`src/rtl/wb_stage_multi.sv`:
```
// wb_stage_multi: multi-lane writeback stage. Captures a bundle of register
// writes, drops x0/disabled lanes, and retires them oldest-lane-first through
// NUM_WR_PORTS registered write ports, back-pressuring while a bundle drains.
module wb_stage_multi #(
    parameter int N_BITS       = 32,
    parameter int REG_ADDR_W   = 5,
    parameter int NUM_LANES    = 4,
    parameter int NUM_WR_PORTS = 2
) (
    input  logic                               clk,
    input  logic                               rst,
    input  logic                               flush,
    input  logic                               in_valid,
    output logic                               in_ready,
    input  logic [NUM_LANES-1:0]               in_we,
    input  logic [NUM_LANES*REG_ADDR_W-1:0]    in_rd,
    input  logic [NUM_LANES*N_BITS-1:0]        in_data,
    output logic [NUM_WR_PORTS-1:0]            wr_en,
    output logic [NUM_WR_PORTS*REG_ADDR_W-1:0] wr_addr,
    output logic [NUM_WR_PORTS*N_BITS-1:0]     wr_data,
    output logic                               busy
);
    localparam int CW = $clog2(NUM_LANES + 1);

    // Holding buffer (entries stay at their lane index) and output registers
    logic [NUM_LANES-1:0]                      pend_q, pend_d;
    logic [NUM_LANES-1:0][REG_ADDR_W-1:0]      rd_q, rd_d;
    logic [NUM_LANES-1:0][N_BITS-1:0]          data_q, data_d;
    logic [NUM_WR_PORTS-1:0]                   wr_en_q, wr_en_d;
    logic [NUM_WR_PORTS-1:0][REG_ADDR_W-1:0]   wr_addr_q, wr_addr_d;
    logic [NUM_WR_PORTS-1:0][N_BITS-1:0]       wr_data_q, wr_data_d;

    logic [NUM_LANES-1:0][REG_ADDR_W-1:0]      in_rd_a;
    logic [NUM_LANES-1:0][N_BITS-1:0]          in_data_a;
    logic [NUM_LANES-1:0]                      live;
    logic [CW-1:0]                             pend_cnt;
    logic                                      buf_empty, accept;

    logic [NUM_LANES-1:0]                      src_pend;
    logic [NUM_LANES-1:0][REG_ADDR_W-1:0]      src_rd;
    logic [NUM_LANES-1:0][N_BITS-1:0]          src_data;
    logic [NUM_LANES-1:0][CW-1:0]              prefix;
    logic [NUM_LANES-1:0]                      taken;
    logic [NUM_WR_PORTS-1:0]                   sel_en, kill;
    logic [NUM_WR_PORTS-1:0][REG_ADDR_W-1:0]   sel_rd;
    logic [NUM_WR_PORTS-1:0][N_BITS-1:0]       sel_data;

    assign in_rd_a   = in_rd;
    assign in_data_a = in_data;

    // Live lanes: write-enabled and not targeting x0
    always_comb begin
        live = '0;
        for (int i = 0; i < NUM_LANES; i++)
            live[i] = in_we[i] & (in_rd_a[i] != '0);
    end

    // Pending count drives back-pressure: ready when the buffer empties this edge
    always_comb begin
        pend_cnt = '0;
        for (int i = 0; i < NUM_LANES; i++)
            pend_cnt = pend_cnt + CW'(pend_q[i]);
    end

    assign in_ready  = (pend_cnt <= CW'(NUM_WR_PORTS));
    assign buf_empty = ~|pend_q;
    assign accept    = in_valid & in_ready & ~flush;
    assign busy      = |pend_q;

    // Selection source: the buffer while draining, else the incoming bundle
    always_comb begin
        src_pend = buf_empty ? (accept ? live : '0) : pend_q;
        src_rd   = buf_empty ? in_rd_a   : rd_q;
        src_data = buf_empty ? in_data_a : data_q;
    end

    // Lowest-indexed pending entries go to ports 0.. in lane order
    always_comb begin
        prefix   = '0;
        taken    = '0;
        sel_en   = '0;
        sel_rd   = '0;
        sel_data = '0;
        for (int i = 1; i < NUM_LANES; i++)
            prefix[i] = prefix[i-1] + CW'(src_pend[i-1]);
        for (int i = 0; i < NUM_LANES; i++)
            taken[i] = src_pend[i] & (prefix[i] < CW'(NUM_WR_PORTS));
        for (int p = 0; p < NUM_WR_PORTS; p++) begin
            for (int i = 0; i < NUM_LANES; i++) begin
                if (src_pend[i] && prefix[i] == CW'(p)) begin
                    sel_en[p]   = 1'b1;
                    sel_rd[p]   = src_rd[i];
                    sel_data[p] = src_data[i];
                end
            end
        end
    end

    // Same-destination suppression: a later port with the same rd wins
    always_comb begin
        kill = '0;
        for (int j = 0; j < NUM_WR_PORTS; j++)
            for (int k = j + 1; k < NUM_WR_PORTS; k++)
                if (sel_en[j] && sel_en[k] && sel_rd[j] == sel_rd[k])
                    kill[j] = 1'b1;
    end

    // Next-state: retire, refill from an accepted bundle, or flush everything
    always_comb begin
        pend_d    = src_pend & ~taken;
        rd_d      = rd_q;
        data_d    = data_q;
        wr_en_d   = sel_en & ~kill;
        wr_addr_d = wr_addr_q;
        wr_data_d = wr_data_q;
        if (accept) begin
            rd_d   = in_rd_a;
            data_d = in_data_a;
            // Draining: pending entries all retire now, new bundle waits in full
            if (!buf_empty)
                pend_d = live;
        end
        for (int p = 0; p < NUM_WR_PORTS; p++) begin
            if (sel_en[p]) begin
                wr_addr_d[p] = sel_rd[p];
                wr_data_d[p] = sel_data[p];
            end
        end
        if (flush) begin
            pend_d    = '0;
            wr_en_d   = '0;
            wr_addr_d = wr_addr_q;
            wr_data_d = wr_data_q;
        end
    end

    // State and output registers with synchronous reset
    always_ff @(posedge clk) begin
        if (rst) begin
            pend_q    <= '0;
            rd_q      <= '0;
            data_q    <= '0;
            wr_en_q   <= '0;
            wr_addr_q <= '0;
            wr_data_q <= '0;
        end else begin
            pend_q    <= pend_d;
            rd_q      <= rd_d;
            data_q    <= data_d;
            wr_en_q   <= wr_en_d;
            wr_addr_q <= wr_addr_d;
            wr_data_q <= wr_data_d;
        end
    end

    assign wr_en   = wr_en_q;
    assign wr_addr = wr_addr_q;
    assign wr_data = wr_data_q;

endmodule

```
`config.mk`:
```
export PLATFORM = sky130hd
export DESIGN_NAME = wb_stage_multi
export DESIGN_NICKNAME = d
export VERILOG_FILES = /design/src/rtl/wb_stage_multi.sv
export SDC_FILE = /design/constraint.sdc
export NUM_CORES = 1
export LEC_CHECK = 0
export CAP_MARGIN = 20
export CORE_MARGIN = 10
export CORE_UTILIZATION = 36
export DETAILED_ROUTE_END_ITERATION = 7
export HOLD_SLACK_MARGIN = 0.12
export SLEW_MARGIN = 20
export SYNTH_ARGS = -nofsm -noshare
export SYNTH_HDL_FRONTEND = slang
export SYNTH_SLANG_ARGS = --single-unit
```
`constraint.sdc`:
```
create_clock -name clk -period 14.98 [get_ports clk]
set_input_delay 3.745 -clock clk [delete_from_list [all_inputs] [get_ports clk]]
set_output_delay 3.745 -clock clk [all_outputs]
set_load 0.005 [all_outputs]
```
Word level (Yosys, flattened, before mapping)
Cells that the tools add are included.

word-level totals
  flip-flop bits (word level) = 228
  output and inout port bits = 78

cells by class
  equal/unequal tests = 3
  magnitude comparators = 4
  reductions and logical operators = 19
  bitwise gates (word level) = 14
  muxes and demuxes = 28
  $add $sub $neg = 5

operators by type and width
  cell                                                                              number
  32-bit two-way mux                                                                7
  128-bit two-way mux                                                               1
  5-bit two-way mux                                                                 7
  20-bit two-way mux                                                                1
  5-bit nonzero test                                                                4
  4-bit two-way mux                                                                 4
  1-bit AND                                                                         9
  3-bit logical NOT                                                                 3
  1-bit logical AND                                                                 8
  1-bit two-way mux                                                                 8
  2-bit by 1-bit adder with 3-bit output                                            2
  5-bit == test                                                                     1
  1-bit by 1-bit adder with 2-bit output                                            2
  4-bit AND                                                                         1
  4-bit inverter                                                                    1
  2-bit AND reduction                                                               2
  4-bit OR reduction                                                                1
  3-bit by 1-bit adder with 3-bit output                                            1
  3-bit by 1-bit == test with 1-bit output, second input constant                   1
  3-bit by 2-bit less-or-equal comparator with 1-bit output, second input constant  1
  3-bit by 2-bit less-than comparator with 1-bit output, second input constant      1
  2-bit AND                                                                         1
  2-bit by 1-bit == test with 1-bit output, second input constant                   1
  1-bit by 2-bit less-than comparator with 1-bit output, second input constant      1
  other kinds (4)                                                                   4

Depth between registers and ports, before layout
Gate-level depths: netlist (run 1).

  depth in word-level cells = 18
  depth in mapped cells = 26
  gate-level depth less buffers = 20

Worst setup path before layout (run 1)
Ideal clock, no wire load.

  kind = input-to-reg
  start point = in in_valid
  end point = reg wr_data_q (netlist bit wr_data[10])
  stages on the path = 19
  path slack = 7.565 ns
  arrival time = 7.283 ns
  setup time = 0.132 ns
  cell sequence = nor2b_1 o21ai_1 o31ai_1 buf_2 buf_1 inv_1 ha_1 inv_1 ha_1 ha_1 nor2b_1 o2111ai_1 o21ai_2 nand2_1 a31o_2 clkbuf_1 buf_2 nor3_1 nor3_1

between the ends
  longest elaborated chain between the ends = 10

ends and longest elaborated chain
  what                                                                         RTL line  text
  start: declaration                                                           13        input logic in_valid,
  1-bit AND * (2 in series)                                                    67        assign accept = in_valid & in_ready & ~flush;
  4-bit two-way mux * (2 in series)                                            72        src_pend = buf_empty ? (accept ? live : '0) : pend_q;
  1-bit by 1-bit adder with 2-bit output or 3-bit logical NOT (tied branches)  85, 90
  2-bit by 1-bit adder with 3-bit output, or another cell as far along         85        prefix[i] = prefix[i-1] + CW'(src_pend[i-1]);
  3-bit logical NOT, or another cell as far along                              90        if (src_pend[i] && prefix[i] == CW'(p)) begin
  1-bit logical AND or 1-bit two-way mux (tied branches)                       90
  1-bit two-way mux                                                            90
  2-bit AND reduction (no source line)                                         -
  end signal: assignment                                                       152       wr_data_q <= wr_data_d;
  end: declaration                                                             31        logic [NUM_WR_PORTS-1:0][N_BITS-1:0] wr_data_q, wr_data_d;

Every way passes the cells marked *; elsewhere a longest branch is shown, timed or not.
A chain may end at the register's enable or synchronous reset.

Worst setup path after layout (run 1)
  start point = in flush
  end point = reg wr_data_q (netlist bit wr_data[59])

between the ends
  longest elaborated chain between the ends = 10

ends and longest elaborated chain
  what                                                                                                RTL line  text
  start: declaration                                                                                  12        input logic flush,
  1-bit inverter (no source line) *                                                                   -
  1-bit AND                                                                                           67
  4-bit two-way mux (2 in series)                                                                     72
  1-bit by 1-bit adder with 2-bit output                                                              85
  2-bit by 1-bit adder with 3-bit output or 2-bit by 1-bit == test with 1-bit output (tied branches)  85, 90
  3-bit by 1-bit == test with 1-bit output or 1-bit logical AND (tied branches)                       90
  1-bit logical AND or 1-bit two-way mux (tied branches)                                              90
  1-bit two-way mux                                                                                   90
  2-bit AND reduction (no source line)                                                                -

Marks and branches as above.

==> flow_summary.toml, run 1 <==
[power_and_ir_drop]
p_comb_share_pct = 14.2
p_seq_share_pct = 42.3
powerDensity_nw_per_um2 = 102
clockPowerShare_pct = 43.5
intPower_mw = 1.13
vdd_drop_max_uv = 92.4
p_sw_share_pct = 26.2
netSwitchingPower_uw = 402
cellLeakagePower_nw = 5.21

[finish]
fillers = 3180
area.sequential_um2 = 4560
drive_gt1_share_pct = 5.14
multi_input_comb_area_um2 = 6530
final_nets = 1937
area_growth_syn_to_layout_pct = 29.0

[detailed_routing]
wl_per_cell_um = 20.3
drt-initial-drc-count = 1329
vias = 11900
ant_nets = 0
avgViaCountPerCell = 5.44
finalWirelength_mm = 44.5
drt-pass1-iter-count = 5
drc_errors = 0

[global_routing]
grt_pass1_vias = 10800
antenna_found_initial = 1
grt_pass1_wl_mm = 66.6
grt_usage_pct = 21.2
grt_max_degree = 132
overflow = 0

[yosys]
syn-num-nets = 1802
ys_ff_latch = 228
synth.distinct_cells = 49
synth_edf_count = 0
netlist_area_um2 = 11700
yosys_warnings = 0
synthFlopType = "dfxtp_1"
syn_avg_cell_area_um2 = 7.13
async_reset_ff_share_pct = 0
synth-seq-area-share_pct = 39.1
syn_inst = 1635

[floorplan]
rows = 65
die_y_um = 200
core_area_um2 = 31700
fp.dieArea_um2 = 40000
die-width_um = 200
start_util_pct = 36.8
ios = 234

[cts]
cts_sinks = 228
cts_inserted_buffers = 27
ctsResizeCount = 0
clock-root-buffer = "clkbuf_16"
clock_latency_ps = 530
path_clk_slew_ps = 50
cts_tree = "yes"
post_cts_buffers = 0
cts-hold-fix-buffers = 0
cts.path.max_buffers = 3
htree_levels = 1

[worst_setup_path]
cp_cell_sequence = "clkdlybuf4s50_1 > nor2b_1 > o21ai_4 > buf_4 > o31ai_4 > buf_4 > inv_1 > ha_2 > inv_1 > ha_1 > ha_1 > nor2b_1 > o2111ai_1 > o21ai_2 > nand2b_1 > a21oi_4 > o211ai_1 > a21oi_1"
arrival_ps = 9080
cp_max_fo = 60
cp_slowest_cell = "a21oi_4"
cpPeakStageDelay_ps = 910
cp.required_ps = 15430
worst_setup_path_end_kind = "register"
critical_path_class = "in -> reg"
critPathLaunchType = "primary input"

[sta]
fin_setup_tns_ps = 0
slew_viol_final = 0
finalSetupViolations = 0
timing.slew.headroom_pct = 26.6
clock.fmax_ghz = 0.116
finalHoldViolCount = 0
fin_crit_ps = 8630
worstMarginPinSlew_ps = 1100
fin_crit_sh_pct = 57.6
rsz0062_at_grt = "no"
finClkSkew_ps = 8.60
whs_ps = 451

[place]
dp_hpwl_mm = 31.0
portBuffers = 233
place_congestion = 0.862

[worst_hold_path]
hold_class = "reg -> reg"

[run]
drv_cap = 0

[outcome]
outcome = "finished, final reports clean"
-- final cells by class --
type                            count  share of cell area, %
Sequential cell                   228                   30.3
Inverter                           11                  0.308
Antenna cell                        1                 0.0166
Tap cell                          402                   3.34
Multi-Input combinational cell   1251                   43.4
Clock inverter                     10                  0.690
Clock buffer                       39                   5.32
Timing Repair Buffer              251                   16.6
-- cells in the mapped netlist, types with 3 or more instances --
master,instances,area share (%)
mux2i_1,74,6.4
a21oi_1,227,9.7
o21ai_0,38,1.6
nor2b_1,3,0.16
ha_1,9,0.97
buf_2,33,1.4
nand3_1,38,1.6
inv_1,10,0.32
nor3_1,65,2.8
dfxtp_1,228,39
a22oi_1,4,0.26
clkbuf_1,92,3.0
a221o_1,3,0.26
mux2_2,7,0.68
nand2_1,567,18
buf_1,18,0.58
a221oi_1,33,2.5
nor4_1,3,0.16
a211oi_1,35,2.3
xnor2_1,4,0.30
or4_1,3,0.19
o211ai_1,32,2.1
nor2_1,73,2.4
-- kinds of logic (layout without fill, tap and decap cells) --
kind of cell	after synthesis	count (layout)	share of synthesized area, %
AOI/OAI and AO/OA	391	391	20.3
other	0	1	0
xor gates and xnor gates	5	5	0.376
adders and majority gates	11	11	1.31
muxes	82	82	7.16
and+or+nand+nor	762	762	26.2
DFF	228	228	39.1
buffers and inverters	156	311	5.50
-- path summary, 6_finish.rpt --
path	start	endpoint	slack [ps]	depth (start not counted)
max	flush	wr_data[59]$_SDFFE_PP0P_	6350	18
min	rd_q[8]$_SDFFE_PP0N_	rd_q[8]$_SDFFE_PP0N_	450	2
max reg2reg	pend_q[0]$_SDFF_PP0_	wr_data[59]$_SDFFE_PP0P_	8620	21
min reg2reg	rd_q[8]$_SDFFE_PP0N_	rd_q[8]$_SDFFE_PP0N_	450	2
-- power by group through the flow --
stage	combinational (mW)	sequential (mW)	clock, mW
after floorplan	0.108	0.658	0
after global placement	0.213	0.661	0
after detailed placement	0.215	0.662	0
after CTS	0.216	0.649	0.676
after global routing	0.237	0.652	0.703
final	0.218	0.649	0.668
-- metrics by stage --
stage	utilization [%]	area (um^2)	power, mW	std cells	worst slack (ps)
2_1_floorplan	-	11700	0.766	1635	7570
3_3_place_gp	44.5	14100	0.874	2142	5880
3_5_place_dp	44.5	14100	0.877	2142	5760
4_1_cts	47.3	15000	1.54	2191	6320
5_1_grt	47.4	15000	1.59	2192	6000
6_report	47.4	15000	1.53	2193	6350
-- sequential cells by signal, summed over array words and instances (netlist names) --
name and flops:
pend_q 4, wr_addr 10, wr_en 2, wr_data 64
rd_q 20, data_q 128
-- metal layers --
| layer | GRT usage [%] | share of wire, % | vias to the layer above |
|---|---|---|---|
| met1 | 32.8 | 49 | 5593 |
| met3 | 4.32 | 8.8 | 38 |
| met2 | 29.1 | 41 | 464 |
| met5 | 0 | 0.029 | - |
| met4 | 3.95 | 1.3 | 2 |
| li1 | - | - | 5836 |
-- critical path: cells and delay by family --
family                   cells  cell delay (ps)
buffers and inverters        5             1580
AO/OA/AOI/OAI                7             2160
AND/OR/NAND/NOR              3              780
adder cells (fa/ha/maj)      3              750
-- cell usage in the layout (no fill, tap or decap), drive strengths merged, types with 3 or more instances in the layout --
cell type,netlist,final
clkbuf,92,39
dfxtp,228,228
o2111ai,3,3
a221oi,33,33
clkdlybuf4s50,0,232
ha,9,9
nand2,567,567
mux2,8,8
inv,11,12
o21ai,41,41
mux2i,74,74
nand3,38,38
o31ai,3,3
or4,4,4
nor3,65,65
nor2,73,73
nor2b,3,3
a221o,3,3
a21oi,228,228
o211ai,32,32
clkinv,0,7
xnor2,4,4
a211oi,35,35
buf,53,19
nor4,3,3
a22oi,6,6
Note: power is estimated with default switching activity, not from simulation.
==> inputs of run 2 (changes only) <==
clock period = 8.75 ns   (was 14.98 ns; I/O delays follow)
==> run 2 against run 1 <==
Die area unchanged; clock skew increased by 8.1 ps; via count about the same; worst hold slack improved by 0.97 ps; count of clock-buffer cells in the layout increased by 4; final cell count about the same; combinational power increased by 72%; sequential power increased by 71%; critical endpoint is now wr_data[63]$_SDFFE_PP0P_; global-route usage increased by 0.36 points; register-to-register slack got worse by 5600 ps; critical path depth decreased by 2.
==> flow_summary.toml, run 2 (same netlist as run 1, synthesis figures left out) <==
[cts]
cts_tree = "yes"
htree_levels = 1
post_cts_buffers = 0
ctsResizeCount = 0
cts_inserted_buffers = 26
cts.path.max_buffers = 3
path_clk_slew_ps = 60
cts_sinks = 228
cts-hold-fix-buffers = 0
clock_latency_ps = 540
clock-root-buffer = "clkbuf_16"

[global_routing]
grt_max_degree = 103
use_met1_pct = 33.6
grt_usage_pct = 21.5
antenna_found_initial = 3
top_usage_layer = "met1"
use_met3_pct = 4.62
grt_pass1_wl_mm = 67.5
overflow = 0
grt_pass1_vias = 10800
grtUsageMet2_pct = 29.2

[finish]
top_register = "data_q"
layout_common_cells = "nand2_1, clkdlybuf4s50_1, dfxtp_1"
area_growth_syn_to_layout_pct = 28.9
layout_commonest_cell = "nand2_1"
design_area_um2 = 15000
utilization_pct = 47.4
final_nets = 1936
drive_gt1_share_pct = 5.09
largest_reg_flops = 128

[worst_setup_path]
critical_path_class = "in -> reg"
cp.required_ps = 9210
critPathLaunchType = "primary input"
cp_max_fo = 37
r2r_slack_ps = 2990
arrival_ps = 6890
worst_setup_path_end_kind = "register"

[sta]
finClkSkew_ps = 16.7
timing.slew.headroom_pct = 25.9
slew_viol_final = 0
fin_setup_tns_ps = 0
fin_crit_ps = 6430
clock.fmax_ghz = 0.156
worstMarginPinSlew_ps = 1110
fin_crit_sh_pct = 73.5
rsz0062_at_grt = "no"
finalSetupViolations = 0
finalHoldViolCount = 0

[power_and_ir_drop]
powerDensity_nw_per_um2 = 175
cellLeakagePower_nw = 5.20
vdd_drop_max_uv = 145

[run]
drv_cap = 0

[detailed_routing]
drc_errors = 0
vias = 11900
drt-initial-drc-count = 1364
avgViaCountPerCell = 5.44
drt-pass1-iter-count = 5
wl_per_cell_um = 20.6
finalWirelength_mm = 45.2
ant_nets = 0

[floorplan]
start_util_pct = 36.8
ios = 234
rows = 65
die-width_um = 200
core_area_um2 = 31700
fp.dieArea_um2 = 40000
die_y_um = 200

[worst_hold_path]
hold_class = "reg -> reg"

[place]
portBuffers = 233
place_area_um2 = 14100
dp_hpwl_mm = 31.6
place_congestion = 0.912

[outcome]
outcome = "finished, final reports clean"
run 2: layout make-up:
| type | count | area [um^2] |
|---|---|---|
| fill | 3132 | 16700 |
| multi-input combinational | 1251 | 6530 |
| sequential | 228 | 4560 |
| timing repair buffer | 251 | 2470 |
| clock buffer | 43 | 845 |
| tap | 402 | 503 |
| clock inverter | 5 | 67.6 |
| inverter | 11 | 46.3 |
| antenna | 1 | 2.50 |
run 2: worst max-delay path, cell delays in order:
cell and delay (ps):
clkdlybuf4s50_1 570, nor2b_1 340, o21ai_4 240, o31ai_4 290, inv_1 130, ha_2 330
inv_1 80, ha_1 210, ha_1 190, nor2b_1 150, o2111ai_1 150, o21ai_2 360
nand2b_1 270, a21oi_4 920, o211ai_1 270, a21oi_1 190
run 2: path summary, 6_finish.rpt:
check | start | end | cells after the start
setup / recovery | flush | wr_data[63]$_SDFFE_PP0P_ | 16
hold reg to reg | data_q[107]$_SDFFE_PP0N_ | data_q[107]$_SDFFE_PP0N_ | 2
hold / removal | data_q[107]$_SDFFE_PP0N_ | data_q[107]$_SDFFE_PP0N_ | 2
setup reg to reg | pend_q[0]$_SDFF_PP0_ | wr_data[63]$_SDFFE_PP0P_ | 19
run 2: report_power, final:
part	total, mW	leakage (nW)	internal (mW)	switching (mW)
registers	1.11	1.86	1.08	0.0260
logic	0.374	2.89	0.163	0.211
clock network	1.14	0.448	0.687	0.455
total	2.63	5.20	1.93	0.692
run 2: per-layer routing:
layer	up-vias	wire length (um)
met2	498	18400
met5	-	25
met4	4	627
li1	5822	-
met1	5561	21800
met3	39	4390
run 2: stage by stage:
stage               cells  setup WS [ps]  hold slack, ps  power [mW]
finish               2192           2320             452        2.63
global route         2192           1930             467        2.73
CTS                  2191           2350             454        2.64
detailed placement   2143           1810             444        1.50
global placement     2143           1910             440        1.50
floorplan            1635           2890             433        1.31
==> inputs of run 3 (changes only) <==
clock period = 5.8 ns   (was 8.75 ns; I/O delays follow)
==> run 3 against run 2 <==
Combinational power up 52%; critical path depth up 4; clock power up 50%; global-route usage about the same; total power up 50%; count of clock-buffer cells in the layout down 3; worst hold slack about the same; setup slack worse by 1800 ps; sequential share of layout area down 0.21 points; via count up 0.13%; critical endpoint is now wr_en[0]$_SDFF_PP0_; largest cell class unchanged; largest power group unchanged; highest routed layer unchanged.
==> flow_summary.toml, run 3 (same netlist as run 1, synthesis figures left out) <==
[outcome]
outcome = "finished, final reports clean"

[floorplan]
core_area_um2 = 31700
die-width_um = 200
die_y_um = 200
ios = 234
start_util_pct = 36.8
rows = 65
fp.dieArea_um2 = 40000

[cts]
post_cts_buffers = 0
cts_sinks = 228
cts.path.max_buffers = 3
cts-hold-fix-buffers = 0
clock-root-buffer = "clkbuf_16"
htree_levels = 1
path_clk_slew_ps = 60
cts_tree = "yes"
clock_latency_ps = 540
ctsResizeCount = 0
cts_inserted_buffers = 27

[worst_setup_path]
r2r_slack_ps = 540
worst_setup_path_end_kind = "register"
cpMostUsedCell = "ha_1"
cp_top_family = "adder cells"
cp_cell_sequence = "fa_1 > ha_1 > inv_1 > ha_1 > nor3b_1 > o21ai_4 > o31ai_4 > inv_1 > ha_2 > inv_1 > ha_1 > ha_1 > nor2b_1 > o2111ai_1 > o21ai_2 > nand2b_1 > mux2_2 > xor2_1 > nor4_1 > a311oi_1"
critPathLaunchType = "register"
cp_slowest_cell = "fa_1"
critical_path_class = "reg -> reg"
cp_num_buf_inv = 3
cp_max_fo = 8
arrival_ps = 5650
cpPeakStageDelay_ps = 550
cp.required_ps = 6180

[power_and_ir_drop]
vdd_drop_max_uv = 216
cellLeakagePower_nw = 5.25
finalPower_mw = 3.95
powerDensity_nw_per_um2 = 261

[sta]
clock.fmax_ghz = 0.190
finalSetupViolations = 0
worstMarginPinSlew_ps = 1130
fin_setup_tns_ps = 0
finClkSkew_ps = 10.9
postLayoutSetupSlackWorst_ps = 539
fin_crit_sh_pct = 90.7
slew_viol_final = 0
whs_ps = 452
timing.slew.headroom_pct = 24.6
fin_crit_ps = 5260
rsz0062_at_grt = "no"
finalHoldViolCount = 0

[place]
portBuffers = 233
place_ws_ps = 76.7
place_area_um2 = 14200
dp_hpwl_mm = 31.3
place_congestion = 0.894
dp.cells = 2152

[detailed_routing]
avgViaCountPerCell = 5.42
finalWirelength_mm = 45.1
wl_per_cell_um = 20.5
drt-initial-drc-count = 1402
vias = 11900
ant_nets = 0
drc_errors = 0
drt-pass1-iter-count = 5

[global_routing]
antenna_found_initial = 5
overflow = 0
grtUsageMet2_pct = 28.9
grt_pass1_vias = 10800
grt_max_degree = 126
grt_usage_pct = 21.6
grt_pass1_wl_mm = 67.8
use_met3_pct = 4.44
use_met1_pct = 34.0
top_usage_layer = "met1"

[finish]
largest_reg_flops = 128
finalNonFillerCells = 2204
top_register = "data_q"
area_growth_syn_to_layout_pct = 29.8
area.sequential_um2 = 4560
utilization_pct = 47.7
design_area_um2 = 15100
drive_gt1_share_pct = 5.45
layout_common_cells = "nand2_1, clkdlybuf4s50_1, dfxtp_1"
layout_commonest_cell = "nand2_1"
multi_input_comb_area_um2 = 6530
fillers = 3147
final_nets = 1946

[worst_hold_path]
hold_class = "reg -> reg"

[run]
drv_cap = 0
[run 3: power breakdown]
group	switching (mW)	internal [mW]	total [mW]
Sequential	0.0393	1.64	1.68
Clock	0.685	1.02	1.71
Combinational	0.316	0.252	0.568
Total	1.04	2.91	3.95
[run 3: metal layers]
metal  part of all wire, %  wire [um]
met5                 0.058         26
met3                   9.0       4040
met1                    49      22100
met2                    41      18400
met4                   1.2        552
[run 3: path summary, 6_finish.rpt]
path | start | to | depth (start not counted)
worst max register to register | pend_q[0]$_SDFF_PP0_ | wr_en[0]$_SDFF_PP0_ | 20
worst max-delay path | pend_q[0]$_SDFF_PP0_ | wr_en[0]$_SDFF_PP0_ | 20
worst min register to register | data_q[17]$_SDFFE_PP0N_ | data_q[17]$_SDFFE_PP0N_ | 2
worst min-delay path | data_q[17]$_SDFFE_PP0N_ | data_q[17]$_SDFFE_PP0N_ | 2
[run 3: final cells by class]
cell class                 instances  share of cell area (%)
multi-input combinational       1251                    43.1
clock inverter                     9                   0.678
sequential                       228                    30.2
timing repair buffer             260                    17.2
antenna                            3                  0.0496
inverter                          11                   0.306
clock buffer                      40                    5.18
tap                              402                    3.32
[run 3: worst min-delay path, delay by kind of cell (launching register included)]
kind,cells,cell delay [ps]
flip-flops,1,310
AND/OR/NAND/NOR,1,50
AO/OA/AOI/OAI,1,50
